**config.mk**
```make
export PLATFORM = sky130hd
export DESIGN_NAME = main_fsm_flat
export DESIGN_NICKNAME = d
export VERILOG_FILES = /design/src/rtl/main_fsm_pkg.sv /design/src/rtl/main_fsm_if.sv /design/src/rtl/main_fsm_outdec.sv /design/src/rtl/main_fsm.sv /design/src/flat_wrapper.sv
export SDC_FILE = /design/constraint.sdc
export NUM_CORES = 1
export LEC_CHECK = 0
export ABC_CLOCK_PERIOD_IN_PS = 1700
export BUFFER_PORTS_ARGS = -buffer_cell sky130_fd_sc_hd__buf_2
export CAP_MARGIN = 30
export CORE_AREA = 3 3 40 42
export CTS_BUF_LIST = sky130_fd_sc_hd__clkbuf_4 sky130_fd_sc_hd__clkbuf_8
export DETAILED_ROUTE_END_ITERATION = 10
export DIE_AREA = 0 0 43 45
export PLACE_DENSITY = 0.64
export SLEW_MARGIN = 10
export SYNTH_ARGS = -nofsm -noshare
export SYNTH_HDL_FRONTEND = slang
export SYNTH_SLANG_ARGS = --single-unit
```
**constraint.sdc**
```tcl
create_clock -name clk -period 1.7 [get_ports clk]
set_clock_uncertainty 0.05 [all_clocks]
set_input_delay 0.255 -clock clk [delete_from_list [all_inputs] [get_ports clk]]
set_output_delay 0.255 -clock clk [all_outputs]
set_load 0.005 [all_outputs]
```
**src/rtl/main_fsm_pkg.sv**
```systemverilog
// Shared control constants for the multi-cycle RV32I core: FSM states, opcodes,
// datapath select encodings and the bundled control-word type.
package main_fsm_pkg;

  typedef enum logic [3:0] {
    S_FETCH     = 4'd0,
    S_DECODE    = 4'd1,
    S_MEM_ADR   = 4'd2,
    S_MEM_READ  = 4'd3,
    S_MEM_WB    = 4'd4,
    S_MEM_WRITE = 4'd5,
    S_EXECUTE_R = 4'd6,
    S_EXECUTE_I = 4'd7,
    S_ALU_WB    = 4'd8,
    S_BEQ       = 4'd9,
    S_JAL       = 4'd10
  } state_e;

  localparam logic [6:0] OP_LW  = 7'b0000011;
  localparam logic [6:0] OP_SW  = 7'b0100011;
  localparam logic [6:0] OP_R   = 7'b0110011;
  localparam logic [6:0] OP_I   = 7'b0010011;
  localparam logic [6:0] OP_BEQ = 7'b1100011;
  localparam logic [6:0] OP_JAL = 7'b1101111;

  // The ALU decoder imports these same ALUOp values.
  localparam logic [1:0] ALUOP_ADD   = 2'b00;
  localparam logic [1:0] ALUOP_SUB   = 2'b01;
  localparam logic [1:0] ALUOP_FUNCT = 2'b10;

  localparam logic [1:0] RES_ALUOUT    = 2'b00;
  localparam logic [1:0] RES_DATA      = 2'b01;
  localparam logic [1:0] RES_ALURESULT = 2'b10;

  localparam logic [1:0] SRCA_PC    = 2'b00;
  localparam logic [1:0] SRCA_OLDPC = 2'b01;
  localparam logic [1:0] SRCA_REG   = 2'b10;

  localparam logic [1:0] SRCB_WDATA = 2'b00;
  localparam logic [1:0] SRCB_IMM   = 2'b01;
  localparam logic [1:0] SRCB_FOUR  = 2'b10;

  typedef struct packed {
    logic       pc_update;
    logic       branch;
    logic       reg_write;
    logic       mem_write;
    logic       ir_write;
    logic       adr_src;
    logic [1:0] result_src;
    logic [1:0] alu_src_a;
    logic [1:0] alu_src_b;
    logic [1:0] alu_op;
  } ctrl_t;

endpackage

```
**src/rtl/main_fsm_if.sv**
```systemverilog
// Control bus between the main FSM (master) and the datapath (slave): opcode in,
// enables and mux selects out.
interface main_fsm_if;
  logic [6:0] Op;
  logic       PCUpdate;
  logic       Branch;
  logic       RegWrite;
  logic       MemWrite;
  logic       IRWrite;
  logic       AdrSrc;
  logic [1:0] ResultSrc;
  logic [1:0] ALUSrcA;
  logic [1:0] ALUSrcB;
  logic [1:0] ALUOp;
  logic [3:0] StateOut;

  modport master (
    input  Op,
    output PCUpdate, Branch, RegWrite, MemWrite, IRWrite, AdrSrc,
    output ResultSrc, ALUSrcA, ALUSrcB, ALUOp, StateOut
  );

  modport slave (
    output Op,
    input  PCUpdate, Branch, RegWrite, MemWrite, IRWrite, AdrSrc,
    input  ResultSrc, ALUSrcA, ALUSrcB, ALUOp, StateOut
  );
endinterface

```
**src/rtl/main_fsm_outdec.sv**
```systemverilog
// Moore output decoder: maps the current state to the full datapath control word.
module main_fsm_outdec
  import main_fsm_pkg::*;
(
  input  state_e state_i,
  output ctrl_t  ctrl_o
);

  always_comb begin
    // NOTE: every output gets a default before the case so no path infers a latch.
    ctrl_o = '0;
    unique case (state_i)
      S_FETCH: begin
        ctrl_o.ir_write   = 1'b1;
        ctrl_o.pc_update  = 1'b1;
        ctrl_o.adr_src    = 1'b0;
        ctrl_o.alu_src_a  = SRCA_PC;
        ctrl_o.alu_src_b  = SRCB_FOUR;
        ctrl_o.alu_op     = ALUOP_ADD;
        ctrl_o.result_src = RES_ALURESULT;
      end
      S_DECODE: begin
        // Branch target is precomputed here into ALUOut.
        ctrl_o.alu_src_a = SRCA_OLDPC;
        ctrl_o.alu_src_b = SRCB_IMM;
        ctrl_o.alu_op    = ALUOP_ADD;
      end
      S_MEM_ADR: begin
        ctrl_o.alu_src_a = SRCA_REG;
        ctrl_o.alu_src_b = SRCB_IMM;
        ctrl_o.alu_op    = ALUOP_ADD;
      end
      S_MEM_READ: begin
        ctrl_o.result_src = RES_ALUOUT;
        ctrl_o.adr_src    = 1'b1;
      end
      S_MEM_WB: begin
        ctrl_o.result_src = RES_DATA;
        ctrl_o.reg_write  = 1'b1;
      end
      S_MEM_WRITE: begin
        ctrl_o.result_src = RES_ALUOUT;
        ctrl_o.adr_src    = 1'b1;
        ctrl_o.mem_write  = 1'b1;
      end
      S_EXECUTE_R: begin
        ctrl_o.alu_src_a = SRCA_REG;
        ctrl_o.alu_src_b = SRCB_WDATA;
        ctrl_o.alu_op    = ALUOP_FUNCT;
      end
      S_EXECUTE_I: begin
        ctrl_o.alu_src_a = SRCA_REG;
        ctrl_o.alu_src_b = SRCB_IMM;
        ctrl_o.alu_op    = ALUOP_FUNCT;
      end
      S_ALU_WB: begin
        ctrl_o.result_src = RES_ALUOUT;
        ctrl_o.reg_write  = 1'b1;
      end
      S_BEQ: begin
        ctrl_o.alu_src_a  = SRCA_REG;
        ctrl_o.alu_src_b  = SRCB_WDATA;
        ctrl_o.alu_op     = ALUOP_SUB;
        ctrl_o.result_src = RES_ALUOUT;
        ctrl_o.branch     = 1'b1;
      end
      S_JAL: begin
        ctrl_o.alu_src_a  = SRCA_OLDPC;
        ctrl_o.alu_src_b  = SRCB_FOUR;
        ctrl_o.alu_op     = ALUOP_ADD;
        ctrl_o.result_src = RES_ALUOUT;
        ctrl_o.pc_update  = 1'b1;
      end
      default: ctrl_o = '0;
    endcase
  end

endmodule

```
**src/rtl/main_fsm.sv**
```systemverilog
// Main control FSM of the multi-cycle RV32I core: state register and next-state
// logic; outputs come from the Moore decoder and depend on state only.
module main_fsm
  import main_fsm_pkg::*;
#(
  parameter int STATE_W = 4
) (
  input  logic        clk,
  input  logic        reset,
  main_fsm_if.master  bus
);

  state_e             state_q, state_d;
  ctrl_t              ctrl;
  logic [STATE_W-1:0] state_raw;

  // Reset is asynchronous so a mid-instruction abort takes effect before the next edge.
  always_ff @(posedge clk or posedge reset) begin
    if (reset) begin
      state_q <= S_FETCH;
    end else begin
      // NOTE: state registers use non-blocking assignment so all flops update together.
      state_q <= state_d;
    end
  end

  always_comb begin
    state_d = S_FETCH;
    unique case (state_q)
      S_FETCH: state_d = S_DECODE;
      S_DECODE: begin
        if (bus.Op == OP_LW || bus.Op == OP_SW) state_d = S_MEM_ADR;
        else if (bus.Op == OP_R)                state_d = S_EXECUTE_R;
        else if (bus.Op == OP_I)                state_d = S_EXECUTE_I;
        else if (bus.Op == OP_BEQ)              state_d = S_BEQ;
        else if (bus.Op == OP_JAL)              state_d = S_JAL;
        else                                    state_d = S_FETCH;
      end
      S_MEM_ADR:   state_d = (bus.Op == OP_LW) ? S_MEM_READ : S_MEM_WRITE;
      S_MEM_READ:  state_d = S_MEM_WB;
      S_EXECUTE_R: state_d = S_ALU_WB;
      S_EXECUTE_I: state_d = S_ALU_WB;
      S_JAL:       state_d = S_ALU_WB;
      S_MEM_WB:    state_d = S_FETCH;
      S_MEM_WRITE: state_d = S_FETCH;
      S_ALU_WB:    state_d = S_FETCH;
      S_BEQ:       state_d = S_FETCH;
      default:     state_d = S_FETCH;
    endcase
  end

  main_fsm_outdec u_outdec (
    .state_i (state_q),
    .ctrl_o  (ctrl)
  );

  assign state_raw     = state_q;
  assign bus.StateOut  = state_raw;
  assign bus.PCUpdate  = ctrl.pc_update;
  assign bus.Branch    = ctrl.branch;
  assign bus.RegWrite  = ctrl.reg_write;
  assign bus.MemWrite  = ctrl.mem_write;
  assign bus.IRWrite   = ctrl.ir_write;
  assign bus.AdrSrc    = ctrl.adr_src;
  assign bus.ResultSrc = ctrl.result_src;
  assign bus.ALUSrcA   = ctrl.alu_src_a;
  assign bus.ALUSrcB   = ctrl.alu_src_b;
  assign bus.ALUOp     = ctrl.alu_op;

endmodule

```
**src/flat_wrapper.sv**
```systemverilog
// flat-port wrapper written by rule: the top's interface ports become plain ports
module main_fsm_flat import main_fsm_pkg::*;
#(
  parameter int STATE_W = 4
)
  (clk, reset, bus_Op, bus_PCUpdate, bus_Branch, bus_RegWrite, bus_MemWrite, bus_IRWrite, bus_AdrSrc, bus_ResultSrc, bus_ALUSrcA, bus_ALUSrcB, bus_ALUOp, bus_StateOut);
  main_fsm_if bus_i ();
  input  logic clk;
  input  logic reset;
  input wire logic [$bits(bus_i.Op)-1:0] bus_Op;
  output wire logic [$bits(bus_i.PCUpdate)-1:0] bus_PCUpdate;
  output wire logic [$bits(bus_i.Branch)-1:0] bus_Branch;
  output wire logic [$bits(bus_i.RegWrite)-1:0] bus_RegWrite;
  output wire logic [$bits(bus_i.MemWrite)-1:0] bus_MemWrite;
  output wire logic [$bits(bus_i.IRWrite)-1:0] bus_IRWrite;
  output wire logic [$bits(bus_i.AdrSrc)-1:0] bus_AdrSrc;
  output wire logic [$bits(bus_i.ResultSrc)-1:0] bus_ResultSrc;
  output wire logic [$bits(bus_i.ALUSrcA)-1:0] bus_ALUSrcA;
  output wire logic [$bits(bus_i.ALUSrcB)-1:0] bus_ALUSrcB;
  output wire logic [$bits(bus_i.ALUOp)-1:0] bus_ALUOp;
  output wire logic [$bits(bus_i.StateOut)-1:0] bus_StateOut;
  assign bus_i.Op = bus_Op;
  assign bus_PCUpdate = bus_i.PCUpdate;
  assign bus_Branch = bus_i.Branch;
  assign bus_RegWrite = bus_i.RegWrite;
  assign bus_MemWrite = bus_i.MemWrite;
  assign bus_IRWrite = bus_i.IRWrite;
  assign bus_AdrSrc = bus_i.AdrSrc;
  assign bus_ResultSrc = bus_i.ResultSrc;
  assign bus_ALUSrcA = bus_i.ALUSrcA;
  assign bus_ALUSrcB = bus_i.ALUSrcB;
  assign bus_ALUOp = bus_i.ALUOp;
  assign bus_StateOut = bus_i.StateOut;
  main_fsm #(.STATE_W(STATE_W)) u_core (.clk(clk), .reset(reset), .bus(bus_i));
endmodule
```
* Word level (Yosys, flattened, before mapping)
Index checks and enable logic that the tools add are counted.
Operators by class: equal/unequal tests 16, mux-type cells 15, reduce and logical (&&, ||, !) cells 6
Operators with widths (count):
- $pmux W6 S7 | 1
- $mux W4 | 5
- $pmux W4 S5 | 1
- $eq A4 B3 Y1 const B | 4
- $eq A7 B6 Y1 const B | 2
- $eq A7 B7 Y1 const B | 2
- $eq A4 B4 Y1 const B | 3
- $eq A4 B2 Y1 const B | 2
- $eq A7 B2 Y1 const B | 1
- $eq A7 B5 Y1 const B | 1
- $mux W1 | 6
- $reduce_or A2 Y1 | 3
- $eq A4 B1 Y1 const B | 1
- $logic_not A4 Y1 | 1
- $pmux W2 S2 | 1
- $mux W3 | 1
- $reduce_or A3 Y1 | 1
- $logic_or A1 B1 Y1 | 1
Word-level totals: register bits after elaboration 4, bits of input ports 9, output and inout bits 18, word-level logic and storage cells 38

* Longest topological paths before layout
Gate-level depths: netlist (run 1).
depth after elaboration 7, gate-level depth with buffers 4, mapped depth without buffers 3

* Cells and area by module
From an unflattened synthesis (run 1), not the netlist that was laid out.
Unflattened totals: cell total of the unflattened synthesis 59, area, all modules 503.0 µm²
Modules (own cells, without submodules):
- main_fsm | times used 1, cells each 29, area an instance 274.0 µm², seq. area each 100.1 µm²
- main_fsm_outdec | times used 1, cells each 30, area an instance 229.0 µm², seq. area each 0.0 µm²

* Least setup slack after synthesis (run 1)
Ideal clock, no wire load.
path type register to output, from register u_core.state_q[0], in the netlist u_core.bus.StateOut[0], to output bus_ResultSrc[1], data arrival time 1166 ps, required time 1395 ps, setup slack 229 ps, cell stages (with the launch flop) 4, path buffers 2, path through dfrtp_1 > buf_2 > nor4_1 > buf_4
On the way: cells in the longest elaborated chain, start to end 2, elaborated cells between the ends (all ways) 3, those cells by class eq/ne: 1; mux: 1; reduce/logical: 1
RTL lines:
- start, declared | RTL line main_fsm.sv:13 | state_e state_q, state_d;
- start signal, assigned | RTL line main_fsm.sv:23 | state_q <= state_d;
- $eq A4 B3 Y1 or $logic_not A4 Y1 (tied branches) | RTL line main_fsm_outdec.sv:12 | unique case (state_i)
- $pmux W2 S2 (*) | RTL line main_fsm_outdec.sv:12
- end, declared | RTL line flat_wrapper.sv:17 | output wire logic [$bits(bus_i.ResultSrc)-1:0] bus_ResultSrc;
Mark *: on every way between the ends. The rest lies on a longest branch, timed or not.

* Worst setup path in the final report (run 1)
from register u_core.state_q[2], in the netlist u_core.bus.StateOut[2], to output bus_IRWrite
On the way: cells in the longest elaborated chain, start to end 2
RTL lines:
- $logic_not A4 Y1 | RTL line main_fsm_outdec.sv:12
- $mux W1 | RTL line main_fsm_outdec.sv:12
- end, declared | RTL line flat_wrapper.sv:15 | output wire logic [$bits(bus_i.IRWrite)-1:0] bus_IRWrite;
Every way passes these cells.

==> flow_summary.html, run 1 <==
<table>
<tr><th>Metric</th><th>Value</th></tr>
<tr><th colspan="2">Run status</th></tr>
<tr><td>Outcome</td><td>complete, no violations</td></tr>
<tr><th colspan="2">Global route</th></tr>
<tr><td>Overall track demand over capacity in global routing</td><td>12.5%</td></tr>
<tr><td>First-pass GRT wire length</td><td>~1800 um</td></tr>
<tr><td>Pin count of the biggest net entering global routing</td><td>12</td></tr>
<tr><td>Via count of the first global-routing pass</td><td>a little over 400</td></tr>
<tr><td>Initial antenna violation count</td><td>0</td></tr>
<tr><td>Overflow after GRT</td><td>0</td></tr>
<tr><th colspan="2">Pwr</th></tr>
<tr><td>Static leakage</td><td>0.000339 uW</td></tr>
<tr><td>Fraction of power spent switching nets</td><td>39.0%</td></tr>
<tr><td>Maximum vdd ir drop</td><td>506 uV</td></tr>
<tr><td>Power density cells</td><td>888 nW/um^2</td></tr>
<tr><td>Post-layout total power</td><td>593 uW</td></tr>
<tr><td>Part of the power in combinational logic</td><td>53.6%</td></tr>
<tr><td>Sequential group share of total power</td><td>25.7%</td></tr>
<tr><td>Switching Power</td><td>232 uW</td></tr>
<tr><td>Proportion of power drawn by the clock network</td><td>20.7%</td></tr>
<tr><td>Int Pwr</td><td>about 360 uW</td></tr>
<tr><th colspan="2">Synthesis</th></tr>
<tr><td>Top cells by count, synth</td><td>sky130_fd_sc_hd__nor2_1, sky130_fd_sc_hd__a21oi_1, sky130_fd_sc_hd__dfrtp_1, sky130_fd_sc_hd__nor3_1</td></tr>
<tr><td>Top cell type's share of synthesized area</td><td>a little under a quarter</td></tr>
<tr><td>Post-synth ARST share</td><td>100%</td></tr>
<tr><td>Post-synth top flop</td><td>sky130_fd_sc_hd__dfrtp_1</td></tr>
<tr><td>Post-synth EDFFs</td><td>0</td></tr>
<tr><td>Synth Cell Area</td><td>approximately 430 um^2</td></tr>
<tr><td>Mean cell area of the mapped netlist</td><td>7.78 um^2</td></tr>
<tr><td>Most common cell in the netlist</td><td>sky130_fd_sc_hd__nor2_1</td></tr>
<tr><td>Cell taking the most area after synthesis</td><td>sky130_fd_sc_hd__dfrtp_1</td></tr>
<tr><td>Post-Synthesis Net Count</td><td>64</td></tr>
<tr><td>Area contributors post-synth</td><td>sky130_fd_sc_hd__dfrtp_1, sky130_fd_sc_hd__xor2_1, sky130_fd_sc_hd__nor2_1</td></tr>
<tr><td>Sequential cell area fraction in the yosys report</td><td>23.4%</td></tr>
<tr><td>Synthesis Warnings</td><td>0</td></tr>
<tr><td>Number of synthesized register bits</td><td>4</td></tr>
<tr><td>Number of standard cells after synthesis</td><td>55</td></tr>
<tr><td>Post-synth cell types</td><td>29</td></tr>
<tr><th colspan="2">CTS</th></tr>
<tr><td>CTS sink cnt</td><td>4</td></tr>
<tr><td>Clock edge transition at the registers on the reported setup and hold paths</td><td>40 ps</td></tr>
<tr><td>Max clock buf depth</td><td>2</td></tr>
<tr><td>Skew-Pair Late Insertion Delay</td><td>240 ps</td></tr>
<tr><td>CTS tree</td><td>done</td></tr>
<tr><td>Clk root buf</td><td>sky130_fd_sc_hd__clkbuf_4</td></tr>
<tr><td>Total number of H-tree levels</td><td>1</td></tr>
<tr><td>Number of buffers inserted during clock tree synthesis</td><td>3</td></tr>
<tr><th colspan="2">Hold path</th></tr>
<tr><td>Tightest Hold Check Type</td><td>input pin to flop</td></tr>
<tr><td>WHS Path Cells</td><td>3</td></tr>
<tr><th colspan="2">Floorplanning</th></tr>
<tr><td>Die Y-Extent</td><td>45 um</td></tr>
<tr><td>Width of the chip</td><td>around 43 um</td></tr>
<tr><td>Ports</td><td>27</td></tr>
<tr><td>Core Area</td><td>approximately 1300 um^2</td></tr>
<tr><td>Die Footprint</td><td>1940 um^2</td></tr>
<tr><td>Starting density of the core</td><td>between 30% and 40%</td></tr>
<tr><td>Number of cell rows</td><td>13</td></tr>
<tr><th colspan="2">STA</th></tr>
<tr><td>Final clock period utilization by the worst path</td><td>97.6%</td></tr>
<tr><td>Unrepaired setup endpoints after global routing</td><td>yes</td></tr>
<tr><td>Final hold viol count</td><td>0</td></tr>
<tr><td>Final Max Slew Viols</td><td>0</td></tr>
<tr><td>Number of endpoints failing setup at the final stage</td><td>0</td></tr>
<tr><td>Measured slew at the worst slew-check pin</td><td>~380 ps</td></tr>
<tr><td>Worst hold slack</td><td>213 ps</td></tr>
<tr><td>Slew headroom</td><td>about 74%</td></tr>
<tr><td>Achievable Freq</td><td>603 MHz</td></tr>
<tr><td>Post-layout min period</td><td>around 1700 ps</td></tr>
<tr><th colspan="2">Cells and area</th></tr>
<tr><td>Layout Nets</td><td>100</td></tr>
<tr><td>Fill cells</td><td>128</td></tr>
<tr><td>Proportion of layout cells with a drive suffix above 1</td><td>56.2%</td></tr>
<tr><td>Number of diodes added for antenna fixing</td><td>0</td></tr>
<tr><td>Area Growth Syn to Fin</td><td>56.1%</td></tr>
<tr><td>Flip-flop count of the largest register after layout</td><td>4</td></tr>
<tr><th colspan="2">Route</th></tr>
<tr><td>DRT iter0 DRCs</td><td>6</td></tr>
<tr><td>Via/cell ratio</td><td>5.17</td></tr>
<tr><td>Count of unresolved DRC violations after routing</td><td>0</td></tr>
<tr><td>Total wire length</td><td>1210 um</td></tr>
<tr><td>Detailed-routing iteration count for the pre-antenna-repair pass</td><td>4</td></tr>
<tr><td>Antenna Nets Post-Route</td><td>0</td></tr>
<tr><td>Total number of vias</td><td>538</td></tr>
<tr><td>Routed wire per std cell</td><td>11.7 um</td></tr>
<tr><th colspan="2">Critical path</th></tr>
<tr><td>CP Capture Type</td><td>output port</td></tr>
<tr><td>Critical path cell sequence</td><td>buf_4, nor4_1, buf_2</td></tr>
<tr><td>Largest stage delay on the critical path</td><td>between 400 and 500 ps</td></tr>
<tr><td>Worst r2r path cells</td><td>4</td></tr>
<tr><td>Req. time, crit path</td><td>around 1400 ps</td></tr>
<tr><td>Critical path's slowest cell</td><td>sky130_fd_sc_hd__dfrtp_2</td></tr>
<tr><td>Start-to-end type of the worst setup path</td><td>flop to output port</td></tr>
<tr><td>Arrival time reported for the critical path endpoint</td><td>1350 ps</td></tr>
<tr><td>Startpoint type of the worst setup path</td><td>flop</td></tr>
<tr><td>Top fanout value on the critical path</td><td>5</td></tr>
<tr><th colspan="2">Job</th></tr>
<tr><td>Maximum capacitance violations</td><td>0</td></tr>
<tr><th colspan="2">Placement</th></tr>
<tr><td>Routability congestion estimate from global placement</td><td>0.759</td></tr>
<tr><td>Number of I/O port buffers</td><td>26</td></tr>
<tr><td>DP HPWL</td><td>879 um</td></tr>
</table>
## layer usage
metal | GRT usage (%) | vias to the layer above | wire length (um)
met3 | 3.59 | 2 | 117
met4 | 9.04 | 0 | 7
met1 | 14.8 | 239 | 509
met2 | 19.5 | 24 | 579
li1 | - | 273 | -
met5 | 0 | - | 0
## layout make-up
cell class	instances	area, um^2	share of cell area (%)
sequential	4	105	15.7
tap	15	18.8	2.81
multi-input combinational	44	295	44.2
clock buffer	3	22.5	3.37
timing repair buffer	35	213	31.8
inverter	3	13.8	2.06
## per-stage QoR
step	util [%]	setup WS (ps)	instance area, um^2	TNS (ps)	cells
finish	52.0	41.0	668	0	104
global route	52.0	-26.5	668	-71.2	104
CTS	47.1	9.01	606	0	99
detailed placement	44.2	213	568	0	95
global placement	44.2	231	568	0	95
floorplan	-	229	428	0	55
## cell usage in the layout (no fill, tap or decap), types with 2 or more instances in the layout
master / Yosys / routed
sky130_fd_sc_hd__nor3b_1: 3 / 3
sky130_fd_sc_hd__nor2_1: 6 / 5
sky130_fd_sc_hd__buf_2: 1 / 26
sky130_fd_sc_hd__nand2b_1: 3 / 2
sky130_fd_sc_hd__xor2_1: 3 / 3
sky130_fd_sc_hd__a21oi_1: 4 / 4
sky130_fd_sc_hd__buf_4: 2 / 7
sky130_fd_sc_hd__clkbuf_4: 0 / 3
sky130_fd_sc_hd__nor3_1: 4 / 4
sky130_fd_sc_hd__nor4_1: 2 / 2
sky130_fd_sc_hd__nand3_1: 3 / 3
sky130_fd_sc_hd__dfrtp_2: 0 / 4
## logic make-up (layout without fill, tap and decap cells)
| kind of cell | count (synthesis) | in the layout | synth area share (%) |
|---|---|---|---|
| compound gates | 12 | 12 | 19.0 |
| xor+xnor | 3 | 3 | 6.14 |
| buf+inv | 7 | 41 | 9.94 |
| flops | 4 | 4 | 23.4 |
| mux | 1 | 1 | 2.63 |
| simple gates | 28 | 28 | 38.9 |
## path summary, 6_finish.rpt
| check | startpoint | slack [ps] | to |
|---|---|---|---|
| setup / recovery | u_core.bus.StateOut[2] | 40 | bus_IRWrite |
| hold / removal | bus_Op[0] | 210 | u_core.bus.StateOut[1] |
| setup reg to reg | u_core.bus.StateOut[2] | 380 | u_core.bus.StateOut[3] |
| hold reg to reg | u_core.bus.StateOut[0] | 580 | u_core.bus.StateOut[0] |
| max in group asynchronous | reset | 1060 | u_core.bus.StateOut[3] |
| min in group asynchronous | reset | 380 | u_core.bus.StateOut[0] |
## power by group through the flow
stage / sequential (uW) / combinational (uW) / clock [uW]
2_1_floorplan: 132 / 178 / 0
3_3_place_gp: 151 / 278 / 0
3_5_place_dp: 152 / 280 / 0
4_1_cts: 154 / 283 / 132
5_1_grt: 157 / 350 / 143
6_report: 153 / 318 / 123
## critical path: cells and delay by family (launching register included)
kind	cells	cell delay [ps]
buf+inv	2	350
flops	1	440
simple gates	1	330
## repair_timing
item                                    4_1_cts  5_1_grt
endpoints found under the hold margin         4        0
gates resized for setup                       4        5
endpoints found under the setup margin        4        6
buffers inserted                              0        5
hold buffers                                  1        0
No activity file was read; power rests on OpenSTA's default activity.
==> run 2: changes to the inputs <==
- REMOVE_ABC_BUFFERS: default -> 1
==> flow_summary.html, run 2 (same netlist as run 1, synthesis figures left out) <==
<table>
<tr><th>Metric</th><th>Value</th></tr>
<tr><th colspan="2">Run status</th></tr>
<tr><td>Outcome</td><td>complete, no violations (unchanged)</td></tr>
<tr><th colspan="2">STA</th></tr>
<tr><td>Final clock period utilization by the worst path</td><td>96.7% (was 97.6%)</td></tr>
<tr><td>Worst hold slack</td><td>243 ps (was 213 ps)</td></tr>
<tr><td>Post-layout min period</td><td>1640 ps (was 1660 ps)</td></tr>
<tr><td>Slew headroom</td><td>78.1% (was 74.4%)</td></tr>
<tr><td>Number of endpoints failing setup at the final stage</td><td>0 (unchanged)</td></tr>
<tr><td>Post-Route Setup TNS</td><td>0 ps (unchanged)</td></tr>
<tr><td>Achievable Freq</td><td>609 MHz (was 603 MHz)</td></tr>
<tr><td>Measured slew at the worst slew-check pin</td><td>326 ps (was 381 ps)</td></tr>
<tr><td>Unrepaired setup endpoints after global routing</td><td>yes (unchanged)</td></tr>
<tr><td>Final hold viol count</td><td>0 (unchanged)</td></tr>
<tr><td>Final Max Slew Viols</td><td>0 (unchanged)</td></tr>
<tr><td>Post-route setup slack</td><td>56.8 ps (was 41.0 ps)</td></tr>
<tr><th colspan="2">Floorplanning</th></tr>
<tr><td>Number of cell rows</td><td>13 (unchanged)</td></tr>
<tr><td>Core Area</td><td>1280 um^2 (unchanged)</td></tr>
<tr><td>Ports</td><td>27 (unchanged)</td></tr>
<tr><td>Starting density of the core</td><td>33.3% (unchanged)</td></tr>
<tr><td>Die Y-Extent</td><td>45 um (unchanged)</td></tr>
<tr><td>Width of the chip</td><td>43 um (unchanged)</td></tr>
<tr><td>Die Footprint</td><td>1940 um^2 (unchanged)</td></tr>
<tr><th colspan="2">Cells and area</th></tr>
<tr><td>Final core utilization</td><td>52.6% (was 52.0%)</td></tr>
<tr><td>Layout Nets</td><td>102 (was 100)</td></tr>
<tr><td>Most common library cell in the layout ignoring fill and taps</td><td>sky130_fd_sc_hd__buf_2 (unchanged)</td></tr>
<tr><td>Area Growth Syn to Fin</td><td>57.9% (was 56.1%)</td></tr>
<tr><td>Leading cell types in the layout, fill and taps excluded</td><td>sky130_fd_sc_hd__buf_2, sky130_fd_sc_hd__buf_4, sky130_fd_sc_hd__nor2_1, sky130_fd_sc_hd__a21oi_1, sky130_fd_sc_hd__nor3_1 (was sky130_fd_sc_hd__buf_2, sky130_fd_sc_hd__buf_4, sky130_fd_sc_hd__nor2_1)</td></tr>
<tr><td>Proportion of layout cells with a drive suffix above 1</td><td>53.8% (was 56.2%)</td></tr>
<tr><td>Number of diodes added for antenna fixing</td><td>0 (unchanged)</td></tr>
<tr><td>Flip-flop count of the largest register after layout</td><td>4 (unchanged)</td></tr>
<tr><th colspan="2">Critical path</th></tr>
<tr><td>Worst r2r path cells</td><td>4 (unchanged)</td></tr>
<tr><td>Req. time, crit path</td><td>1390 ps (about the same)</td></tr>
<tr><td>CP Capture Type</td><td>output port (unchanged)</td></tr>
<tr><td>Top fanout value on the critical path</td><td>6 (was 5)</td></tr>
<tr><td>Startpoint of the worst-slack reg-to-reg timing path</td><td>u_core.bus.StateOut[2] (unchanged)</td></tr>
<tr><td>Start-to-end type of the worst setup path</td><td>flop to output port (unchanged)</td></tr>
<tr><td>Arrival time reported for the critical path endpoint</td><td>1340 ps (was 1350 ps)</td></tr>
<tr><td>Worst r2r dst</td><td>u_core.bus.StateOut[3] (unchanged)</td></tr>
<tr><td>R2R Setup Slk</td><td>340 ps (was 380 ps)</td></tr>
<tr><td>Startpoint type of the worst setup path</td><td>flop (unchanged)</td></tr>
<tr><th colspan="2">Placement</th></tr>
<tr><td>Number of I/O port buffers</td><td>26 (unchanged)</td></tr>
<tr><td>Post-Place Worst Slack</td><td>199 ps (was 213 ps)</td></tr>
<tr><td>DP HPWL</td><td>902 um (was 879 um)</td></tr>
<tr><td>Routability congestion estimate from global placement</td><td>0.781 (was 0.759)</td></tr>
<tr><th colspan="2">Global route</th></tr>
<tr><td>Overall track demand over capacity in global routing</td><td>13.0% (was 12.5%)</td></tr>
<tr><td>First-pass GRT wire length</td><td>1980 um (was 1790 um)</td></tr>
<tr><td>Via count of the first global-routing pass</td><td>447 (was 414)</td></tr>
<tr><td>Overflow after GRT</td><td>0 (unchanged)</td></tr>
<tr><td>Pin count of the biggest net entering global routing</td><td>14 (was 12)</td></tr>
<tr><td>Initial antenna violation count</td><td>0 (unchanged)</td></tr>
<tr><th colspan="2">Route</th></tr>
<tr><td>Routed wire per std cell</td><td>11.9 um (was 11.7 um)</td></tr>
<tr><td>Detailed-routing iteration count for the pre-antenna-repair pass</td><td>2 (was 4)</td></tr>
<tr><td>Via/cell ratio</td><td>5.16 (was 5.17)</td></tr>
<tr><td>Antenna Nets Post-Route</td><td>0 (unchanged)</td></tr>
<tr><td>DRT iter0 DRCs</td><td>5 (was 6)</td></tr>
<tr><td>Count of unresolved DRC violations after routing</td><td>0 (unchanged)</td></tr>
<tr><td>Total wire length</td><td>1260 um (was 1210 um)</td></tr>
<tr><td>Total number of vias</td><td>547 (was 538)</td></tr>
<tr><th colspan="2">CTS</th></tr>
<tr><td>Total number of H-tree levels</td><td>1 (unchanged)</td></tr>
<tr><td>CTS tree</td><td>done (unchanged)</td></tr>
<tr><td>CTS sink cnt</td><td>4 (unchanged)</td></tr>
<tr><td>Number of buffers inserted during clock tree synthesis</td><td>3 (unchanged)</td></tr>
<tr><td>Skew-Pair Late Insertion Delay</td><td>230 ps (was 240 ps)</td></tr>
<tr><td>Clk root buf</td><td>sky130_fd_sc_hd__clkbuf_4 (unchanged)</td></tr>
<tr><td>Clock edge transition at the registers on the reported setup and hold paths</td><td>40 ps (about the same)</td></tr>
<tr><td>Max clock buf depth</td><td>2 (unchanged)</td></tr>
<tr><th colspan="2">Hold path</th></tr>
<tr><td>Hold-critical path endpoint</td><td>u_core.bus.StateOut[1] (unchanged)</td></tr>
<tr><td>WHS Path Cells</td><td>3 (unchanged)</td></tr>
<tr><td>Tightest Hold Check Type</td><td>input pin to flop (unchanged)</td></tr>
<tr><td>Startpoint of the worst hold path</td><td>bus_Op[0] (unchanged)</td></tr>
<tr><th colspan="2">Pwr</th></tr>
<tr><td>Static leakage</td><td>0.000355 uW (was 0.000339 uW)</td></tr>
<tr><td>Power density cells</td><td>958 nW/um^2 (was 888 nW/um^2)</td></tr>
<tr><td>Maximum vdd ir drop</td><td>665 uV (was 506 uV)</td></tr>
<tr><td>Post-layout total power</td><td>647 uW (was 593 uW)</td></tr>
<tr><th colspan="2">Job</th></tr>
<tr><td>Maximum capacitance violations</td><td>0 (unchanged)</td></tr>
</table>
## run 2: changes by cell type in the layout (fill, tap and decap cells not counted)
cell | previous run | this run
sky130_fd_sc_hd__buf_6 | 0 | 2
sky130_fd_sc_hd__a211oi_1 | 1 | 2
sky130_fd_sc_hd__a211oi_2 | 1 | 0
sky130_fd_sc_hd__buf_12 | 1 | 0
sky130_fd_sc_hd__clkbuf_2 | 0 | 1
sky130_fd_sc_hd__dfrtp_1 | 0 | 1
sky130_fd_sc_hd__dfrtp_2 | 4 | 3
sky130_fd_sc_hd__inv_1 | 1 | 2
sky130_fd_sc_hd__inv_4 | 1 | 0
sky130_fd_sc_hd__mux2_2 | 1 | 0
sky130_fd_sc_hd__mux2_4 | 0 | 1
sky130_fd_sc_hd__nand2b_2 | 1 | 0
sky130_fd_sc_hd__nand2b_4 | 0 | 1
## run 2: worst max-delay path by stage
stage / startpoint / to / slack [ps] / depth (start not counted)
final: u_core.bus.StateOut[1] / bus_ALUSrcA[0] / 60 / 4
after global routing: u_core.bus.StateOut[1] / bus_ALUSrcA[0] / -6 / 4
after CTS: u_core.bus.StateOut[2] / bus_ALUSrcB[0] / 20 / 4
after detailed placement: u_core.bus.StateOut[2] / bus_ALUSrcB[0] / 200 / 4
after global placement: u_core.bus.StateOut[2] / bus_ALUSrcB[0] / 250 / 4
after floorplan: u_core.bus.StateOut[1] / bus_ALUSrcA[0] / 270 / 3
## run 2: worst max-delay path, cell delays in order (launching register included)
cell                      delay, ps
sky130_fd_sc_hd__dfrtp_2        410
sky130_fd_sc_hd__inv_2           80
sky130_fd_sc_hd__or3_1          360
sky130_fd_sc_hd__a21oi_1        130
sky130_fd_sc_hd__buf_2          120
## run 2: final cells by class
class	instances	area, um^2
clock buffers	3	22.5
fillers	136	609
inverters	3	11.3
multi-input cells	44	299
flip-flops and latches	4	104
well taps	15	18.8
repair buffers	37	220
## run 2: per-stage QoR
step           area (um^2)  cells
2_1_floorplan          397     51
3_3_place_gp           568     95
4_1_cts                604     99
6_report               676    106
5_1_grt                676    106
3_5_place_dp           568     95
## run 2: power by group
part / switching, uW / internal (uW) / leakage (uW)
logic: 171 / 218 / 0.000292
registers: 30.1 / 112 / 0.0000494
clock network: 37.4 / 78.9 / 0.0000138
total: 238 / 409 / 0.000355
## run 2: timing repair
action / CTS / global route
hold buffers: 1 / 0
gates resized for setup: 3 / 7
endpoints found under the hold margin: 4 / 0
endpoints found under the setup margin: 2 / 5
buffers inserted: 0 / 7
pin swaps: 0 / 2
## run 2: per-layer routing
layer	wire, um	track usage, %	vias up
li1	-	-	277
met5	0	0	-
met4	0	1.81	0
met1	594	18.2	246
met2	557	20.7	24
met3	111	3.59	0
==> run 3: changes to the inputs <==
- PLACE_DENSITY: 0.64 -> 0.7
- SYNTH_HIERARCHICAL: default -> 1
==> flow_summary.html, run 3 <==
<table>
<tr><th>Metric</th><th>Value</th></tr>
<tr><th colspan="2">Hold path</th></tr>
<tr><td>Tightest Hold Check Type</td><td>input pin to flop (unchanged)</td></tr>
<tr><td>Startpoint of the worst hold path</td><td>bus_Op[0] (unchanged)</td></tr>
<tr><th colspan="2">Critical path</th></tr>
<tr><td>Startpoint type of the worst setup path</td><td>flop (unchanged)</td></tr>
<tr><td>Arrival time reported for the critical path endpoint</td><td>1330 ps (was 1340 ps)</td></tr>
<tr><td>R2R Setup Slk</td><td>210 ps (was 340 ps)</td></tr>
<tr><td>Family of cells with the greatest summed delay on the critical path</td><td>flip-flops (unchanged)</td></tr>
<tr><td>CP Capture Type</td><td>output port (unchanged)</td></tr>
<tr><td>Critical path launch point</td><td>u_core/bus.StateOut[3] (was u_core.bus.StateOut[1])</td></tr>
<tr><td>Largest stage delay on the critical path</td><td>440 ps (was 410 ps)</td></tr>
<tr><td>Critical path cell sequence</td><td>buf_2, buf_4, and4bb_2, buf_2 (was inv_2, or3_1, a21oi_1, buf_2)</td></tr>
<tr><td>Number of buffer and inverter stages on the critical path</td><td>3 (was 2)</td></tr>
<tr><td>Top fanout value on the critical path</td><td>8 (was 6)</td></tr>
<tr><td>Critical path's slowest cell</td><td>sky130_fd_sc_hd__dfrtp_2 (unchanged)</td></tr>
<tr><td>Start-to-end type of the worst setup path</td><td>flop to output port (unchanged)</td></tr>
<tr><td>Most common cell type on the critical path</td><td>sky130_fd_sc_hd__buf_2</td></tr>
<tr><td>Startpoint of the worst-slack reg-to-reg timing path</td><td>u_core/bus.StateOut[0] (was u_core.bus.StateOut[2])</td></tr>
<tr><td>Req. time, crit path</td><td>1390 ps (about the same)</td></tr>
<tr><th colspan="2">Synthesis</th></tr>
<tr><td>Area contributors post-synth</td><td>sky130_fd_sc_hd__dfrtp_1, sky130_fd_sc_hd__nor3b_1, sky130_fd_sc_hd__xnor2_1 (was sky130_fd_sc_hd__dfrtp_1, sky130_fd_sc_hd__xor2_1, sky130_fd_sc_hd__nor2_1)</td></tr>
<tr><td>Cell taking the most area after synthesis</td><td>sky130_fd_sc_hd__dfrtp_1 (unchanged)</td></tr>
<tr><td>Top cells by count, synth</td><td>sky130_fd_sc_hd__dfrtp_1, sky130_fd_sc_hd__inv_1, sky130_fd_sc_hd__nor3b_1, sky130_fd_sc_hd__nor4_1 (was sky130_fd_sc_hd__nor2_1, sky130_fd_sc_hd__a21oi_1, sky130_fd_sc_hd__dfrtp_1, sky130_fd_sc_hd__nor3_1)</td></tr>
<tr><td>Post-synth top flop</td><td>sky130_fd_sc_hd__dfrtp_1 (unchanged)</td></tr>
<tr><td>Synthesis Warnings</td><td>6 (was 0)</td></tr>
<tr><td>Post-synth EDFFs</td><td>0 (unchanged)</td></tr>
<tr><td>Number of synthesized register bits</td><td>4 (unchanged)</td></tr>
<tr><td>Synth Cell Area</td><td>503 um^2 (was 428 um^2)</td></tr>
<tr><td>Mean cell area of the mapped netlist</td><td>8.53 um^2 (was 7.78 um^2)</td></tr>
<tr><td>Sequential cell area fraction in the yosys report</td><td>19.9% (was 23.4%)</td></tr>
<tr><td>Top cell type's share of synthesized area</td><td>19.9% (was 23.4%)</td></tr>
<tr><td>Number of standard cells after synthesis</td><td>59 (was 55)</td></tr>
<tr><td>Post-synth ARST share</td><td>100% (unchanged)</td></tr>
<tr><td>Post-synth cell types</td><td>32 (was 29)</td></tr>
<tr><th colspan="2">Global route</th></tr>
<tr><td>Initial antenna violation count</td><td>0 (unchanged)</td></tr>
<tr><td>First-pass GRT wire length</td><td>1880 um (was 1980 um)</td></tr>
<tr><td>Overall track demand over capacity in global routing</td><td>13.0% (about the same)</td></tr>
<tr><td>Overflow after GRT</td><td>0 (unchanged)</td></tr>
<tr><td>Pin count of the biggest net entering global routing</td><td>17 (was 14)</td></tr>
<tr><td>Via count of the first global-routing pass</td><td>455 (was 447)</td></tr>
<tr><th colspan="2">Floorplanning</th></tr>
<tr><td>Die Footprint</td><td>1940 um^2 (unchanged)</td></tr>
<tr><td>Number of cell rows</td><td>13 (unchanged)</td></tr>
<tr><td>Die Y-Extent</td><td>45 um (unchanged)</td></tr>
<tr><td>Core Area</td><td>1280 um^2 (unchanged)</td></tr>
<tr><td>Starting density of the core</td><td>39.1% (was 33.3%)</td></tr>
<tr><td>Ports</td><td>27 (unchanged)</td></tr>
<tr><td>Width of the chip</td><td>43 um (unchanged)</td></tr>
<tr><th colspan="2">Run status</th></tr>
<tr><td>Outcome</td><td>complete, no violations (unchanged)</td></tr>
<tr><th colspan="2">STA</th></tr>
<tr><td>Post-route setup slack</td><td>67.7 ps (was 56.8 ps)</td></tr>
<tr><td>Final hold viol count</td><td>0 (unchanged)</td></tr>
<tr><td>Achievable Freq</td><td>613 MHz (was 609 MHz)</td></tr>
<tr><td>Number of endpoints failing setup at the final stage</td><td>0 (unchanged)</td></tr>
<tr><td>Final Max Slew Viols</td><td>0 (unchanged)</td></tr>
<tr><td>Unrepaired setup endpoints after global routing</td><td>no (was yes)</td></tr>
<tr><td>Slew headroom</td><td>74.6% (was 78.1%)</td></tr>
<tr><td>Final clock period utilization by the worst path</td><td>96.0% (was 96.7%)</td></tr>
<tr><td>Worst hold slack</td><td>297 ps (was 243 ps)</td></tr>
<tr><td>Measured slew at the worst slew-check pin</td><td>378 ps (was 326 ps)</td></tr>
<tr><td>Post-layout min period</td><td>1630 ps (was 1640 ps)</td></tr>
<tr><td>Post-Route Setup TNS</td><td>0 ps (unchanged)</td></tr>
<tr><th colspan="2">Job</th></tr>
<tr><td>Maximum capacitance violations</td><td>0 (unchanged)</td></tr>
<tr><th colspan="2">Placement</th></tr>
<tr><td>DP HPWL</td><td>903 um (was 902 um)</td></tr>
<tr><td>Number of I/O port buffers</td><td>26 (unchanged)</td></tr>
<tr><td>Total cell area at the placement stage</td><td>624 um^2 (was 568 um^2)</td></tr>
<tr><td>Routability congestion estimate from global placement</td><td>0.717 (was 0.781)</td></tr>
<tr><td>Post-Place Worst Slack</td><td>196 ps (was 199 ps)</td></tr>
<tr><th colspan="2">Cells and area</th></tr>
<tr><td>Final core utilization</td><td>55.4% (was 52.6%)</td></tr>
<tr><td>Area used by multi-input combinational logic</td><td>345 um^2 (was 299 um^2)</td></tr>
<tr><td>Layout Nets</td><td>104 (was 102)</td></tr>
<tr><td>Proportion of layout cells with a drive suffix above 1</td><td>51.6% (was 53.8%)</td></tr>
<tr><td>Most common library cell in the layout ignoring fill and taps</td><td>sky130_fd_sc_hd__buf_2 (unchanged)</td></tr>
<tr><td>Post-route standard cell area excluding fillers</td><td>712 um^2 (was 676 um^2)</td></tr>
<tr><td>Flip-flop count of the largest register after layout</td><td>4 (unchanged)</td></tr>
<tr><td>Area Growth Syn to Fin</td><td>41.5% (was 57.9%)</td></tr>
<tr><td>Leading cell types in the layout, fill and taps excluded</td><td>sky130_fd_sc_hd__buf_2, sky130_fd_sc_hd__buf_4 (was sky130_fd_sc_hd__buf_2, sky130_fd_sc_hd__buf_4, sky130_fd_sc_hd__nor2_1, sky130_fd_sc_hd__a21oi_1, sky130_fd_sc_hd__nor3_1)</td></tr>
<tr><td>Number of diodes added for antenna fixing</td><td>0 (unchanged)</td></tr>
<tr><td>Register cell area after layout</td><td>105 um^2 (was 104 um^2)</td></tr>
<tr><td>Fill cells</td><td>129 (was 136)</td></tr>
<tr><th colspan="2">Pwr</th></tr>
<tr><td>Part of the power in combinational logic</td><td>56.9% (was 60.0%)</td></tr>
<tr><td>Maximum vdd ir drop</td><td>408 uV (was 665 uV)</td></tr>
<tr><td>Sequential group share of total power</td><td>24.1% (was 22.0%)</td></tr>
<tr><td>Static leakage</td><td>0.000358 uW (was 0.000355 uW)</td></tr>
<tr><td>Proportion of power drawn by the clock network</td><td>18.9% (was 18.0%)</td></tr>
<tr><td>Fraction of power spent switching nets</td><td>36.4% (was 36.8%)</td></tr>
<tr><td>Switching Power</td><td>225 uW (was 238 uW)</td></tr>
<tr><td>Power density cells</td><td>867 nW/um^2 (was 958 nW/um^2)</td></tr>
<tr><td>Int Pwr</td><td>393 uW (was 409 uW)</td></tr>
<tr><th colspan="2">Route</th></tr>
<tr><td>Detailed-routing iteration count for the pre-antenna-repair pass</td><td>3 (was 2)</td></tr>
<tr><td>Count of unresolved DRC violations after routing</td><td>0 (unchanged)</td></tr>
<tr><td>DRT iter0 DRCs</td><td>2 (was 5)</td></tr>
<tr><td>Total number of vias</td><td>557 (was 547)</td></tr>
<tr><td>Total wire length</td><td>1260 um (about the same)</td></tr>
<tr><td>Antenna Nets Post-Route</td><td>0 (unchanged)</td></tr>
<tr><td>Via/cell ratio</td><td>5.16 (about the same)</td></tr>
<tr><td>Routed wire per std cell</td><td>11.7 um (was 11.9 um)</td></tr>
<tr><th colspan="2">CTS</th></tr>
<tr><td>Skew-Pair Late Insertion Delay</td><td>230 ps (about the same)</td></tr>
<tr><td>Clock edge transition at the registers on the reported setup and hold paths</td><td>40 ps (about the same)</td></tr>
<tr><td>CTS tree</td><td>done (unchanged)</td></tr>
<tr><td>Clk root buf</td><td>sky130_fd_sc_hd__clkbuf_4 (unchanged)</td></tr>
<tr><td>Total number of H-tree levels</td><td>1 (unchanged)</td></tr>
<tr><td>CTS sink cnt</td><td>4 (unchanged)</td></tr>
<tr><td>Max clock buf depth</td><td>2 (unchanged)</td></tr>
<tr><td>Number of buffers inserted during clock tree synthesis</td><td>3 (unchanged)</td></tr>
</table>
run 3: changes by cell type after synthesis, sizes merged, moves of 3 or more:
cell / before / now
nor2b: 0 / 3
nor2: 6 / 2
xor2: 3 / 0
xnor2: 0 / 3
run 3: worst register-to-register path, cell delays in order (launching register included):
cell and delay (ps):
sky130_fd_sc_hd__dfrtp_2 460, sky130_fd_sc_hd__buf_4 160, sky130_fd_sc_hd__nor4_1 390, sky130_fd_sc_hd__a21oi_1 120
sky130_fd_sc_hd__o21a_1 200
run 3: what timing repair did:
| action | 4_1_cts | 5_1_grt |
|---|---|---|
| hold endpoints to repair | 4 | 0 |
| gates resized for setup | 4 | 0 |
| hold buffers | 1 | 0 |
| setup endpoints to repair | 5 | 3 |
| setup buffers | 0 | 7 |
run 3: logic make-up (layout without fill, tap and decap cells):
group,Yosys count,after routing,synth area share [%]
flops,4,4,19.9
xor+xnor,3,3,5.22
simple gates,30,30,43.8
buf+inv,9,43,11.4
compound gates,13,13,19.7
run 3: power by group through the flow:
stage / clock, uW / combinational, uW / sequential (uW)
floorplan: 0 / 148 / 163
global placement: 0 / 294 / 156
detailed placement: 0 / 304 / 158
CTS: 124 / 306 / 160
global route: 125 / 387 / 152
finish: 117 / 351 / 149
run 3: path summary, 6_finish.rpt:
path                                               end  cells past startpoint
worst max-delay path                      bus_ALUOp[0]                      4
min in group asynchronous       u_core/bus.StateOut[3]                      3
worst min-delay path            u_core/bus.StateOut[1]                      3
max in group asynchronous       u_core/bus.StateOut[2]                      3
worst min register to register  u_core/bus.StateOut[0]                      2
worst max register to register  u_core/bus.StateOut[2]                      4
run 3: metrics by stage:
stage	instances	total power (uW)
global placement	97	449
CTS	101	590
finish	108	617
floorplan	54	311
detailed placement	97	462
global route	108	665
run 3: metal layers:
metal | up-vias | track usage, % | wire length, um
met2 | 22 | 21.0 | 571
met1 | 247 | 16.4 | 575
met3 | 0 | 2.39 | 112
li1 | 288 | - | -
met4 | 0 | 7.23 | 0
met5 | - | 0 | 0
run 3: layout make-up:
type,count,share of cell area (%)
flip-flops and latches,4,14.8
inverters,4,2.11
multi-input cells,46,48.5
clock buffers,3,3.16
well taps,15,2.64
repair buffers,36,28.8
